$ cat config.mk
export PLATFORM = sky130hd
export DESIGN_NAME = sb_dispatch
export DESIGN_NICKNAME = d
export VERILOG_FILES = /design/src/rtl/sb_dispatch_pkg.sv /design/src/rtl/sb_busy_table.sv /design/src/rtl/sb_dispatch.sv
export SDC_FILE = /design/constraint.sdc
export NUM_CORES = 1
export LEC_CHECK = 0
export BUFFER_PORTS_ARGS = -buffer_cell sky130_fd_sc_hd__buf_2
export CAP_MARGIN = 20
export CORE_ASPECT_RATIO = 1.1
export CORE_UTILIZATION = 52
export DETAILED_ROUTE_END_ITERATION = 7
export GPL_TIMING_DRIVEN = 1
export HOLD_SLACK_MARGIN = 0.03
export PLACE_DENSITY = 0.76
export SKIP_LAST_GASP = 1
export SYNTH_ARGS = -nofsm -noshare
export SYNTH_HDL_FRONTEND = slang
export SYNTH_SLANG_ARGS = --single-unit
$ cat constraint.sdc
create_clock -name clk -period 15.2 [get_ports clk]
set_clock_uncertainty 0.1 [all_clocks]
set_input_delay 3.04 -clock clk [delete_from_list [all_inputs] [get_ports clk]]
set_output_delay 3.04 -clock clk [all_outputs]
set_load 0.02 [all_outputs]
$ cat src/rtl/sb_dispatch_pkg.sv
// sb_dispatch_pkg: decode-bus layout, FU encodings and register-file constants for the dispatch queue
package sb_dispatch_pkg;
   localparam int NREGS = 33;
   localparam logic [5:0] HILO_REG = 6'd32;
   typedef enum logic [2:0] {FU_ALU = 3'd0, FU_MDU = 3'd2, FU_LSU = 3'd3, FU_BRU = 3'd4} fu_e;
   typedef struct packed {
      logic        except_sw;
      logic [31:0] excepttype;
      logic [11:0] op;
      fu_e         fu;
      logic [5:0]  reg1;
      logic        r1_val;
      logic        r1_rdy;
      logic [5:0]  reg2;
      logic        r2_val;
      logic        r2_rdy;
      logic [5:0]  reg3;
      logic        rf_we;
      logic [31:0] imm;
      logic        sel_src1;
      logic        sel_src2;
      logic [31:0] pc;
   } id_to_sb_t;
   localparam int SB_BUS_WD = $bits(id_to_sb_t);
endpackage

$ cat src/rtl/sb_busy_table.sv
// sb_busy_table: per-register busy bits (0..32) with three read ports and set-over-clear update
module sb_busy_table
   import sb_dispatch_pkg::*;
(
   input  logic       clk,
   input  logic       resetn,
   input  logic       set_en,
   input  logic [5:0] set_addr,
   input  logic       clr_en,
   input  logic [5:0] clr_addr,
   input  logic [5:0] rd1_addr,
   input  logic [5:0] rd2_addr,
   input  logic [5:0] rd3_addr,
   output logic       rd1,
   output logic       rd2,
   output logic       rd3
);
   logic [NREGS-1:0] busy_q, busy_d;
   assign rd1 = (rd1_addr <= HILO_REG) && busy_q[rd1_addr];
   assign rd2 = (rd2_addr <= HILO_REG) && busy_q[rd2_addr];
   assign rd3 = (rd3_addr <= HILO_REG) && busy_q[rd3_addr];
   // register 0 can never become busy; a set wins over a same-cycle clear
   always_comb begin
      busy_d = '0;
      for (int i = 1; i < NREGS; i++)
         busy_d[i] = (set_en && set_addr == 6'(i)) || (busy_q[i] && !(clr_en && clr_addr == 6'(i)));
   end
   always_ff @(posedge clk) begin
      if (!resetn) busy_q <= '0;
      else busy_q <= busy_d;
   end
endmodule

$ cat src/rtl/sb_dispatch.sv
// sb_dispatch: in-order dispatch queue that issues the oldest decoded instruction once it is hazard-free
module sb_dispatch
   import sb_dispatch_pkg::*;
#(
   parameter int DEPTH       = 4,
   parameter int ID_TO_SB_WD = SB_BUS_WD
) (
   input  logic                   clk,
   input  logic                   resetn,
   input  logic                   br_e,
   input  logic                   inst_valid,
   input  logic [ID_TO_SB_WD-1:0] id_to_sb_bus,
   output logic                   stall,
   output logic                   issue_valid,
   input  logic                   issue_ready,
   output logic [ID_TO_SB_WD-1:0] issue_bus,
   input  logic                   wb_valid,
   input  logic [5:0]             wb_addr
);
   localparam int PW = $clog2(DEPTH);
   logic [ID_TO_SB_WD-1:0] mem_q [DEPTH];
   logic [ID_TO_SB_WD-1:0] mem_d [DEPTH];
   logic [PW-1:0] head_q, head_d, tail_q, tail_d;
   logic [PW:0] count_q, count_d;
   id_to_sb_t hd;
   logic b1, b2, b3, hazard, enq, deq;
   assign hd = id_to_sb_t'(mem_q[head_q]);
   assign issue_bus = hd;
   assign stall = count_q == (PW+1)'(DEPTH);
   assign hazard = (hd.r1_val & b1) | (hd.r2_val & b2) | (hd.rf_we & b3);
   assign issue_valid = (count_q != '0) & ~hazard & ~br_e;
   assign enq = inst_valid & ~stall & ~br_e;
   assign deq = issue_valid & issue_ready;
   always_comb begin
      mem_d = mem_q;
      if (enq) mem_d[tail_q] = id_to_sb_bus;
      head_d = br_e ? '0 : head_q + PW'(deq);
      tail_d = br_e ? '0 : tail_q + PW'(enq);
      count_d = br_e ? '0 : count_q + (PW+1)'(enq) - (PW+1)'(deq);
   end
   always_ff @(posedge clk) begin
      if (!resetn) begin
         head_q <= '0;
         tail_q <= '0;
         count_q <= '0;
      end else begin
         head_q <= head_d;
         tail_q <= tail_d;
         count_q <= count_d;
      end
   end
   always_ff @(posedge clk) mem_q <= mem_d;
   sb_busy_table u_busy (
      .clk      (clk),
      .resetn   (resetn),
      .set_en   (deq & hd.rf_we & (hd.reg3 != 6'd0)),
      .set_addr (hd.reg3),
      .clr_en   (wb_valid),
      .clr_addr (wb_addr),
      .rd1_addr (hd.reg1),
      .rd2_addr (hd.reg2),
      .rd3_addr (hd.reg3),
      .rd1      (b1),
      .rd2      (b2),
      .rd3      (b3)
   );
endmodule

==> summary.txt, run 1 <==
Status
  – Status: completed

Detailed routing
  – Drt drc: 0
  – Uppermost routed layer: met5
  – WL met3: 3930 um
  – Vias per std cell: 5.81
  – First-pass DRT Iterations: 5
  – Vias post-DR: 11,400
  – DRT iter0 DRCs: 826
  – Routed wl met2: 24,000 um
  – Final wirelength: 48,100 um
  – DR WL/cell: 24.4 um
  – Post-route ant nets: 0
  – Wl on met1: 18,600 um

Final layout
  – Non-Filler Instances: 1,969
  – Area grow syn2layout: 17.1%
  – Fraction of layout instances using a drive strength above 1: 38.1%
  – Final nets: 1,502
  – # fillers: 2,977

CTS
  – H-tree depth: 2
  – Clk Tree Root Cell: clkbuf_16
  – Clk sinks: 587
  – CTS Buf Count: 56
  – Worst-case clock buffer depth: 3
  – Clock-pin slew on the worst setup and hold paths: 0.06 ns
  – Hold buffers post-CTS: 0
  – Post-cts resize count: 0
  – Post-CTS Setup Bufs: 0
  – CTS tree: built
  – Clk Latency, worst-skew pair: 0.60 ns

STA
  – Final hold violations: 0
  – Crit share post-route: 51.9%
  – TNS Setup: 0 ns
  – Final setup vio count: 0
  – Fmax: 127 MHz
  – Tmin final: 7.90 ns
  – Worst slew pin tran: 1.14 ns
  – Max_slew headroom: 24.3%
  – RSZ-0062 raised after global routing: no
  – Max Slew Vio Count: 0

Critical path
  – Crit path DAT: 4.76 ns
  – Crit path capture: issue_valid
  – Reg2reg start: head_q[0]
  – R2R Setup Slk: 9.70 ns
  – Req. time, crit path: 12.06 ns
  – Setup CP Type: input port to output port
  – Worst-path fanout max: 18
  – R2R depth: 16
  – Crit path launch: br_e
  – Setup crit end kind: output port
  – Crit path launch type: input port
  – Worst r2r dst: count_q[2]

GRT
  – Initial antenna violation count: 13
  – Vias in the first global route: 11,600
  – Largest net degree at the start of global routing: 138
  – Gr ovfl total: 0
  – Tot GR Track Use: 21.7%
  – First-pass GRT wire length: 70,800 um

Logic synthesis
  – Synth async-reset ratio: 0%
  – Top cells by area, synth: edfxtp_1 (73%), mux4_2 (14%), dfxtp_1 (3.5%)
  – Synth Cell Area: 22,500 um^2
  – EDFF count, synth: 548
  – FF+latch count, synth: 587
  – Ys flop type: edfxtp_1
  – Area share of the largest cell type after synthesis: 73.2%
  – Seq/Total Area, Yosys: 76.7%
  – Cells after synthesis: 1,041
  – Yosys Warn Count: 0
  – Mean Syn Cell Area: 21.6 um^2
  – Synth cell types: 50
  – Cell taking the most area after synthesis: edfxtp_1
  – Net count after synthesis: 1,195

Placement
  – Placer Congestion: 0.948
  – PortBufs: 287
  – Placed insts: 1,857
  – Hpwl dp: 29,400 um

Floorplan
  – Core Footprint: 42,500 um^2
  – Ports: 288
  – Die height: 220 um
  – Die ar.: 44,100 um^2
  – DIE WIDTH: 200 um
  – Placement Rows: 79
  – Starting Density: 52.9%

Pwr
  – Worst vdd ir: 0.000118 V
  – PD cells: 125 nW/um^2
  – Static Leak: 8.71 nW

Job
  – Number of max-cap violations: 0

Min path
  – HP Class: flip-flop to flip-flop
  – Min-delay src: u_busy.busy_q[14]
  – Cell count of the worst hold path: 2
[stage by stage]
step	instance area, um^2	hold WS, ns	util (%)	worst slack, ns	total power (W)
after global placement	24500	0.431	57.7	7.32	0.00198
after detailed placement	24500	0.438	57.7	7.28	0.00198
after global routing	26300	0.486	61.9	7.11	0.00338
after floorplan	22500	0.358	-	0.768	0.00192
after CTS	26300	0.444	61.9	7.28	0.00331
final	26300	0.450	61.9	7.30	0.00328
[sequential cells by signal (all words and copies together), names as in the netlist]
signal and count:
mem_q 548, u_busy.busy_q 32, count_q 3, head_q 2
tail_q 2
[layout by cell type, fill, tap and decap left out, types with 2 or more instances in the layout]
master	instances
clkbuf_16	58
buf_12	2
nor2b_1	12
a21oi_1	3
nor4bb_1	2
o31ai_1	16
nand2_1	26
clkinv_2	11
buf_4	9
clkinv_1	15
nand3b_1	2
a22oi_1	11
bufinv_16	4
buf_2	287
o21ai_1	2
mux2_2	6
a211oi_1	2
mux4_2	138
and3b_1	2
o311ai_0	6
clkinv_4	2
and2_1	9
o21ai_0	19
o211ai_1	22
inv_1	7
nand4_1	4
clkbuf_1	11
nand2b_1	9
dfxtp_1	37
ha_1	4
xnor2_1	4
nor3b_1	2
edfxtp_1	548
diode_2	8
mux2i_1	45
nand3_1	16
nor3_1	2
dfxtp_4	2
nor2_1	13
[worst max-delay path, stage by stage]
cell and delay (ns):
buf_2 0.12, nor2_1 0.34, nand2_1 0.10, a221oi_1 0.20, o21ai_0 0.12, nand3_1 0.15
nand3b_2 0.37, inv_1 0.14, buf_2 0.17
[cell families after synthesis]
| logic type | Yosys count | share of synthesized area, % |
|---|---|---|
| AND/OR/NAND/NOR | 109 | 2.62 |
| XOR/XNOR | 4 | 0.156 |
| adder cells (fa/ha/maj) | 5 | 0.312 |
| multiplexers | 190 | 16.2 |
| buffers and inverters | 56 | 1.18 |
| AO/OA/AOI/OAI | 90 | 2.84 |
| flip-flops | 587 | 76.7 |
[routing by layer]
layer,global-route usage [%],up-vias
li1,-,5007
met1,27.1,5880
met2,36.0,450
met3,6.89,91
met4,7.77,10
met5,0,-
[how the worst min path moves through the flow]
stage,end,slack (ns)
2_1_floorplan,u_busy.busy_q[32],0.36
3_3_place_gp,u_busy.busy_q[14],0.43
3_5_place_dp,u_busy.busy_q[14],0.44
4_1_cts,u_busy.busy_q[14],0.44
5_1_grt,u_busy.busy_q[2],0.49
6_report,u_busy.busy_q[14],0.45
[report_power, final]
| group | switching, W | internal [W] |
|---|---|---|
| logic | 0.0000963 | 0.0000550 |
| clock network | 0.000573 | 0.000764 |
| registers | 0.00000566 | 0.00179 |
[synthesized netlist by cell type (2+ instances only)]
cell	count
nand2_1	26
buf_1	16
buf_4	2
inv_1	7
nor4bb_1	2
o311ai_0	6
o211ai_1	22
buf_2	8
o31ai_1	16
nand3b_1	2
mux4_2	138
a22oi_1	11
and2_1	9
nor3_1	3
nor3b_1	3
mux2i_1	45
and3_1	2
buf_6	5
o21ai_0	19
nor2b_1	12
nand4_1	4
mux2_2	6
nor2_1	14
and3b_1	2
edfxtp_1	548
ha_1	4
dfxtp_1	39
clkbuf_1	18
o21ai_1	2
nand3_1	16
a21oi_1	3
a211oi_1	2
nand2b_1	9
xnor2_1	4
[cell type report]
class	instances	area (um^2)	area share, %
multi-input cells	398	5000	19.0
inverters	7	26.3	0.0999
diodes	8	20.0	0.0761
repair buffers	298	1540	5.87
clock buffers	69	1490	5.67
clock inverters	35	282	1.07
flip-flops and latches	587	17200	65.5
well taps	567	709	2.70
Note: power is estimated with default switching activity, not from simulation.
==> inputs of run 2 (changes only) <==
--- a/config.mk
+++ b/config.mk
@@ -5,6 +5,7 @@
 export SDC_FILE = /design/constraint.sdc
 export NUM_CORES = 1
 export LEC_CHECK = 0
+export ABC_AREA = 1
 export BUFFER_PORTS_ARGS = -buffer_cell sky130_fd_sc_hd__buf_2
 export CAP_MARGIN = 20
 export CORE_ASPECT_RATIO = 1.1
@@ -12,7 +13,7 @@
 export DETAILED_ROUTE_END_ITERATION = 7
 export GPL_TIMING_DRIVEN = 1
 export HOLD_SLACK_MARGIN = 0.03
-export PLACE_DENSITY = 0.76
+export PLACE_DENSITY = 0.75
 export SKIP_LAST_GASP = 1
 export SYNTH_ARGS = -nofsm -noshare
 export SYNTH_HDL_FRONTEND = slang
==> constraint.sdc (replaced) <==
create_clock -name clk -period 6.7 [get_ports clk]
set_clock_uncertainty 0.1 [all_clocks]
set_input_delay 1.34 -clock clk [delete_from_list [all_inputs] [get_ports clk]]
set_output_delay 1.34 -clock clk [all_outputs]
set_load 0.02 [all_outputs]
==> run 2 against run 1 <==
  * Clock power increased by 130%
  * Flip-flop and latch count did not move
  * Register-to-register slack worse by 7.8 ns
  * Critical path depth is 5 higher
  * Utilization down 0.65 points
  * First-iteration DRC count up 44%
  * Worst hold slack got worse by 0.052 ns
  * Routed wire length grew 22%
  * Worst setup slack worse by 6.2 ns
==> summary.txt, run 2 <==
Status
  – Status: completed

Pwr
  – PD cells: 276 nW/um^2 (+120%)
  – Static Leak: 9.76 nW (+12%)
  – Worst vdd ir: 0.000232 V (+97%)

Detailed routing
  – DRT iter0 DRCs: 1,192 (+44%)
  – Vias per std cell: 5.74 (-1.1%)
  – Drt drc: 0 (unchanged)
  – First-pass DRT Iterations: 5 (unchanged)
  – DR WL/cell: 20.9 um (-14%)
  – Final wirelength: 58,800 um (+22%)
  – Post-route ant nets: 0 (unchanged)
  – Vias post-DR: 16,200 (+41%)

CTS
  – CTS Buf Count: 57 (+1.8%)
  – Hold buffers post-CTS: 0 (unchanged)
  – Clock-pin slew on the worst setup and hold paths: 0.06 ns (about the same)
  – Post-cts resize count: 0 (unchanged)
  – Clk sinks: 587 (unchanged)
  – Post-CTS Setup Bufs: 0 (unchanged)
  – CTS tree: built
  – Worst-case clock buffer depth: 3 (unchanged)
  – Clk Latency, worst-skew pair: 0.61 ns (about the same)
  – H-tree depth: 2 (unchanged)
  – Clk Tree Root Cell: clkbuf_16

Final layout
  – Core Util, Final: 61.3% (-0.65 points)
  – Most frequent cells in the layout: edfxtp_1 (548), nor2_1 (290), buf_2 (287)
  – Area grow syn2layout: 15.5%
  – Largest registers: mem_q x548, u_busy.busy_q x32, count_q x3
  – Biggest register: mem_q
  – Max FFs per register: 548 (unchanged)
  – Final nets: 2,332 (+55%)
  – Fraction of layout instances using a drive strength above 1: 19.9% (-18 points)
  – Commonest non-fill, non-tap cell in the layout: edfxtp_1
  – Cell area after layout: 27,400 um^2 (+4.0%)

Logic synthesis
  – FF+latch count, synth: 587 (unchanged)
  – Net count after synthesis: 2,081 (+74%)
  – Ys flop type: edfxtp_1
  – Synth Area in XOR/XNOR: 0.0739% (-0.082 points)
  – Synthesized-area fraction occupied by adder cells: 0.296% (-0.016 points)
  – Cell taking the most area after synthesis: edfxtp_1
  – Top cells by area, synth: edfxtp_1 (69%), o21ai_0 (5.7%), nor2_1 (4.6%)
  – Largest family of logic cells by synthesized area: simple AND/OR/NAND/NOR gates
  – Mean Syn Cell Area: 12.3 um^2 (-43%)
  – Synth Cell Area: 23,700 um^2 (+5.5%)
  – Synth cell types: 40 (-20%)
  – Post-Synth Simple-Gate Area: 12.6% (+9.9 points)
  – Seq/Total Area, Yosys: 72.7% (-4.0 points)
  – Cells after synthesis: 1,927 (+85%)
  – Area share of the largest cell type after synthesis: 69.4% (-3.8 points)
  – Top post-synthesis cells by count: edfxtp_1 (548), nor2_1 (290), o21ai_0 (270)
  – Count leader, synth: edfxtp_1
  – Yosys Warn Count: 0 (unchanged)
  – Compound-Gate Fraction of Synth Area: 10.7% (+7.9 points)
  – Mux contribution to synthesized area: 0% (-16 points)
  – EDFF count, synth: 548 (unchanged)
  – Synth async-reset ratio: 0% (unchanged)

STA
  – Fmax: 179 MHz
  – Tmin final: 5.60 ns
  – Final hold violations: 0 (unchanged)
  – Max Slew Vio Count: 0 (unchanged)
  – Max_slew headroom: 32.2% (+7.9 points)
  – Crit share post-route: 83.5%
  – Worst slew pin tran: 1.02 ns (-0.118 ns)
  – Final setup vio count: 0 (unchanged)
  – RSZ-0062 raised after global routing: no
  – TNS Setup: 0 ns (unchanged)

Critical path
  – Setup crit end kind: output port
  – CP max stage delay: 0.72 ns (+0.35 ns)
  – CP Cell Sequence: buf_4 -> buf_4 -> nand2_1 -> nand3_1 -> nand2_1 -> inv_1 -> nand3_1 -> nand2_1 -> nand2_1 -> nand3_1 -> nand3_2 -> nor2_4 -> buf_4 -> buf_2
  – R2R depth: 18 (+2)
  – R2R Setup Slk: 1.94 ns (-7.76 ns)
  – Crit path launch: head_q[0]
  – Setup CP Type: flip-flop to output port
  – Req. time, crit path: 5.26 ns (-6.80 ns)
  – Crit path launch type: flip-flop
  – Crit path capture: issue_valid
  – Worst r2r dst: count_q[2]
  – Crit-path leading delay family: buffers and inverters
  – Worst path most repeated cell: nand2_1
  – Worst-path fanout max: 79 (+61)
  – Crit path buf inv count: 5 (+2)
  – Crit path DAT: 4.16 ns (-0.60 ns)
  – Worst path depth: 14 (+5)
  – Reg2reg start: head_q[0]
  – Slowest CP cell: dfxtp_4

GRT
  – Largest net degree at the start of global routing: 111 (-20%)
  – Gr ovfl total: 0 (unchanged)
  – Initial antenna violation count: 19 (+6)
  – First-pass GRT wire length: 89,200 um (+26%)
  – Tot GR Track Use: 25.2% (+3.5 points)
  – Vias in the first global route: 15,900 (+37%)

Floorplan
  – Die height: 226 um (+2.7%)
  – Starting Density: 53.0% (+0.15 points)
  – Core Footprint: 44,700 um^2 (+5.2%)
  – DIE WIDTH: 206 um (+2.7%)
  – Die ar.: 46,400 um^2 (+5.4%)
  – Placement Rows: 81 (+2.5%)
  – Ports: 288 (unchanged)

Placement
  – Hpwl dp: 35,100 um (+20%)
  – DP Area: 25,500 um^2 (+4.0%)
  – Placer Congestion: 0.979 (+3.3%)
  – PortBufs: 287 (unchanged)

Job
  – Number of max-cap violations: 0 (unchanged)

Min path
  – HP Class: flip-flop to flip-flop
run 2: changes by cell type in the layout (fill, tap and decap cells not counted), sizes merged, moves of 45 or more:
cell / change
a21oi: +49
nand2: +220
o21ai: +258
mux2i: -45
nor2: +280
o22ai: +117
inv: +68
mux4: -138
nand3: +76
run 2: area by class of cell:
cell class | count | area (um^2)
multi-input cells | 1149 | 5650
inverters | 74 | 288
clock buffers | 71 | 1500
flip-flops and latches | 587 | 17200
diodes | 10 | 25.0
well taps | 581 | 727
clock inverters | 34 | 314
repair buffers | 309 | 1630
fillers | 3455 | 17300
run 2: logic make-up after synthesis:
| family | count (synthesis) |
|---|---|
| adders and majority gates | 5 |
| xor gates and xnor gates | 2 |
| buffers and inverters | 191 |
| DFF | 587 |
| and+or+nand+nor | 679 |
| AOI/OAI and AO/OA | 463 |
run 2: how the worst min path moves through the flow:
stage	startpoint	cells after the start	endpoint
detailed placement	u_busy.busy_q[15]	2	u_busy.busy_q[15]
finish	u_busy.busy_q[15]	2	u_busy.busy_q[15]
global route	u_busy.busy_q[9]	2	u_busy.busy_q[9]
global placement	u_busy.busy_q[9]	2	u_busy.busy_q[9]
floorplan	u_busy.busy_q[11]	2	u_busy.busy_q[11]
CTS	u_busy.busy_q[15]	2	u_busy.busy_q[15]
run 2: worst reg2reg max path, cell delays in order (launching register included):
cell and delay [ns]:
dfxtp_4 0.72, buf_4 0.45, buf_4 0.71, nand2_1 0.17
nand3_1 0.13, nand2_1 0.14, inv_1 0.14, nand3_1 0.09
nand2_1 0.06, nand2_1 0.05, nand3_1 0.09, nand3_2 0.11
nor3b_1 0.58, ha_1 0.24, inv_1 0.05, ha_1 0.19
fa_1 0.40, xnor2_1 0.17, nor2_1 0.05
run 2: per-layer routing:
metal / vias up / track usage [%] / share of wire [%]
met4: 18 / 9.25 / 3.2
met5: - / 0 / 0.19
li1: 7517 / - / -
met1: 7915 / 30.8 / 38
met3: 126 / 6.84 / 8.1
met2: 596 / 42.7 / 50
run 2: stage by stage:
step	power [W]	hold slack (ns)	instances	worst slack, ns
floorplan	0.00436	0.354	1927	-0.992
CTS	0.00759	0.396	2804	1.08
finish	0.00754	0.398	2815	1.10
global placement	0.00450	0.370	2699	1.72
global route	0.00776	0.414	2813	0.787
detailed placement	0.00451	0.386	2699	1.73
run 2: where the power goes:
part	internal, W	total (W)	switching [W]
combinational	0.000108	0.000364	0.000256
clock	0.00178	0.00310	0.00133
sequential	0.00406	0.00407	0.0000130
==> inputs of run 3 (changes only) <==
--- a/config.mk
+++ b/config.mk
@@ -9,7 +9,7 @@
 export BUFFER_PORTS_ARGS = -buffer_cell sky130_fd_sc_hd__buf_2
 export CAP_MARGIN = 20
 export CORE_ASPECT_RATIO = 1.1
-export CORE_UTILIZATION = 52
+export CORE_UTILIZATION = 54
 export DETAILED_ROUTE_END_ITERATION = 7
 export GPL_TIMING_DRIVEN = 1
 export HOLD_SLACK_MARGIN = 0.03
==> constraint.sdc (replaced) <==
create_clock -name clk -period 5.2 [get_ports clk]
set_clock_uncertainty 0.1 [all_clocks]
set_input_delay 1.04 -clock clk [delete_from_list [all_inputs] [get_ports clk]]
set_output_delay 1.04 -clock clk [all_outputs]
set_load 0.02 [all_outputs]
==> run 3 against run 2 <==
  * Non-clock buffer count shrank 2
  * Worst hold slack lost 0.0082 ns
  * Worst setup slack lost 0.49 ns
  * Global-route usage grew 0.19 points
==> summary.txt, run 3 (synthesized netlist as in run 2, its figures left out) <==
Final layout
  – Most frequent cells in the layout: edfxtp_1 (548), nor2_1 (290), buf_2 (287)
  – Final nets: 2,328 (-0.17%)
  – Biggest register: mem_q
  – # fillers: 3,223 (-6.7%)
  – Core Util, Final: 63.6% (+2.3 points)
  – FF/Latch Area: 17,200 um^2 (unchanged)
  – Area grow syn2layout: 16.2%
  – Multi-input logic area: 5660 um^2 (+0.20%)
  – Fraction of layout instances using a drive strength above 1: 20.5% (+0.59 points)
  – Max FFs per register: 548 (unchanged)
  – Commonest non-fill, non-tap cell in the layout: edfxtp_1
  – Cell area after layout: 27,600 um^2 (+0.63%)
  – Largest registers: mem_q x548, u_busy.busy_q x32, count_q x3

CTS
  – Clk sinks: 587 (unchanged)
  – Post-CTS Setup Bufs: 0 (unchanged)
  – Clock-pin slew on the worst setup and hold paths: 0.06 ns (about the same)
  – Hold buffers post-CTS: 0 (unchanged)
  – CTS tree: built
  – Worst-case clock buffer depth: 3 (unchanged)
  – H-tree depth: 2 (unchanged)
  – Clk Tree Root Cell: clkbuf_16
  – Clk Latency, worst-skew pair: 0.60 ns (about the same)
  – CTS Buf Count: 55 (-3.5%)
  – Post-cts resize count: 0 (unchanged)

STA
  – Final hold violations: 0 (unchanged)
  – Tmin final: 4.59 ns
  – TNS Setup: 0 ns (unchanged)
  – Worst Slack Setup Final: 0.615 ns (-0.488 ns)
  – Max Slew Vio Count: 0 (unchanged)
  – Crit share post-route: 88.2%
  – Worst slew pin tran: 1.05 ns (+0.0347 ns)
  – Max_slew headroom: 29.7% (-2.5 points)
  – RSZ-0062 raised after global routing: no
  – Fmax: 218 MHz
  – Final setup vio count: 0 (unchanged)

Critical path
  – R2R Setup Slk: 1.03 ns (-0.91 ns)
  – Crit path buf inv count: 2 (-3)
  – Setup crit end kind: output port
  – Worst-path fanout max: 59 (-25%)
  – Crit-path leading delay family: simple AND/OR/NAND/NOR gates
  – CP Cell Sequence: inv_4 -> nand3_4 -> nand2_4 -> nand2_1 -> nor3_1 -> nand3_1 -> a21boi_0 -> nand3_1 -> nand3_2 -> nor2_4 -> buf_2
  – Slowest CP cell: inv_4
  – Worst path most repeated cell: nand3_1
  – CP max stage delay: 0.62 ns (-0.10 ns)
  – Req. time, crit path: 4.06 ns (-1.20 ns)
  – Setup CP Type: flip-flop to output port
  – Crit path launch type: flip-flop
  – Crit path DAT: 3.45 ns (-0.71 ns)

Job
  – Number of max-cap violations: 0 (unchanged)

GRT
  – Tot GR Track Use: 25.4% (+0.19 points)
  – Initial antenna violation count: 23 (+4)
  – First-pass GRT wire length: 87,200 um (-2.3%)
  – Gr ovfl total: 0 (unchanged)
  – Largest net degree at the start of global routing: 220 (+98%)
  – Vias in the first global route: 15,700 (-0.90%)

Floorplan
  – Ports: 288 (unchanged)
  – Die ar.: 44,700 um^2 (-3.7%)
  – DIE WIDTH: 202 um (-1.9%)
  – Core Footprint: 43,300 um^2 (-3.0%)
  – Placement Rows: 80 (-1.2%)
  – Die height: 222 um (-1.9%)
  – Starting Density: 54.7% (+1.7 points)

Detailed routing
  – Final wirelength: 57,300 um (-2.6%)
  – First-pass DRT Iterations: 5 (unchanged)
  – DR WL/cell: 20.4 um (-2.3%)
  – Post-route ant nets: 0 (unchanged)
  – DRT iter0 DRCs: 1,281 (+7.5%)
  – Drt drc: 0 (unchanged)
  – Vias post-DR: 16,000 (-0.83%)
  – Vias per std cell: 5.72 (-0.52%)

Pwr
  – PD cells: 361 nW/um^2 (+31%)
  – Static Leak: 9.82 nW (+0.64%)
  – Worst vdd ir: 0.000315 V (+36%)

Placement
  – Placer Congestion: 0.928 (-5.2%)
  – PortBufs: 287 (unchanged)
  – DP Area: 25,600 um^2 (+0.29%)
  – Hpwl dp: 34,500 um (-1.7%)
  – DP Worst Slack: 1.11 ns (-0.622 ns)

Min path
  – HP Class: flip-flop to flip-flop

Status
  – Status: completed
==> run 3: stage by stage <==
step	std cells	total power [W]	hold WS, ns
after global placement	2691	0.00580	0.369
after CTS	2792	0.0100	0.387
after floorplan	1927	0.00561	0.354
after global routing	2803	0.0102	0.407
final	2806	0.00995	0.390
after detailed placement	2691	0.00582	0.379
==> run 3: final cells by class <==
type | instances | share of cell area, %
Sequential cell | 587 | 62.6
Clock inverter | 36 | 1.79
Timing Repair Buffer | 307 | 6.08
Antenna cell | 14 | 0.127
Multi-Input combinational cell | 1149 | 20.5
Inverter | 74 | 1.06
Clock buffer | 65 | 5.21
Tap cell | 574 | 2.61
==> run 3: power breakdown <==
group,internal [W],switching (W),total [W]
Clock,0.00253,0.00171,0.00423
Combinational,0.000143,0.000330,0.000473
Sequential,0.00523,0.0000157,0.00525
==> run 3: final timing paths <==
path / from / endpoint / cells after the start
setup / recovery: head_q[1] / issue_valid / 11
hold / removal: u_busy.busy_q[3] / u_busy.busy_q[3] / 2
setup reg to reg: head_q[1] / count_q[2] / 19
hold reg to reg: u_busy.busy_q[3] / u_busy.busy_q[3] / 2
==> run 3: tightest hold or removal path: stages, from the launching register on <==
cell	delay (ns)
dfxtp_1	0.31
o21ai_0	0.07
a21oi_1	0.06
==> run 3: layer usage <==
layer  GRT usage [%]  vias to the layer above  share of wire (%)
met1            31.4                     7774                 39
met2            41.7                      584                 49
li1                -                     7516                  -
met5               0                        -               0.21
met4            11.8                       20                3.8
met3            6.91                      143                8.0
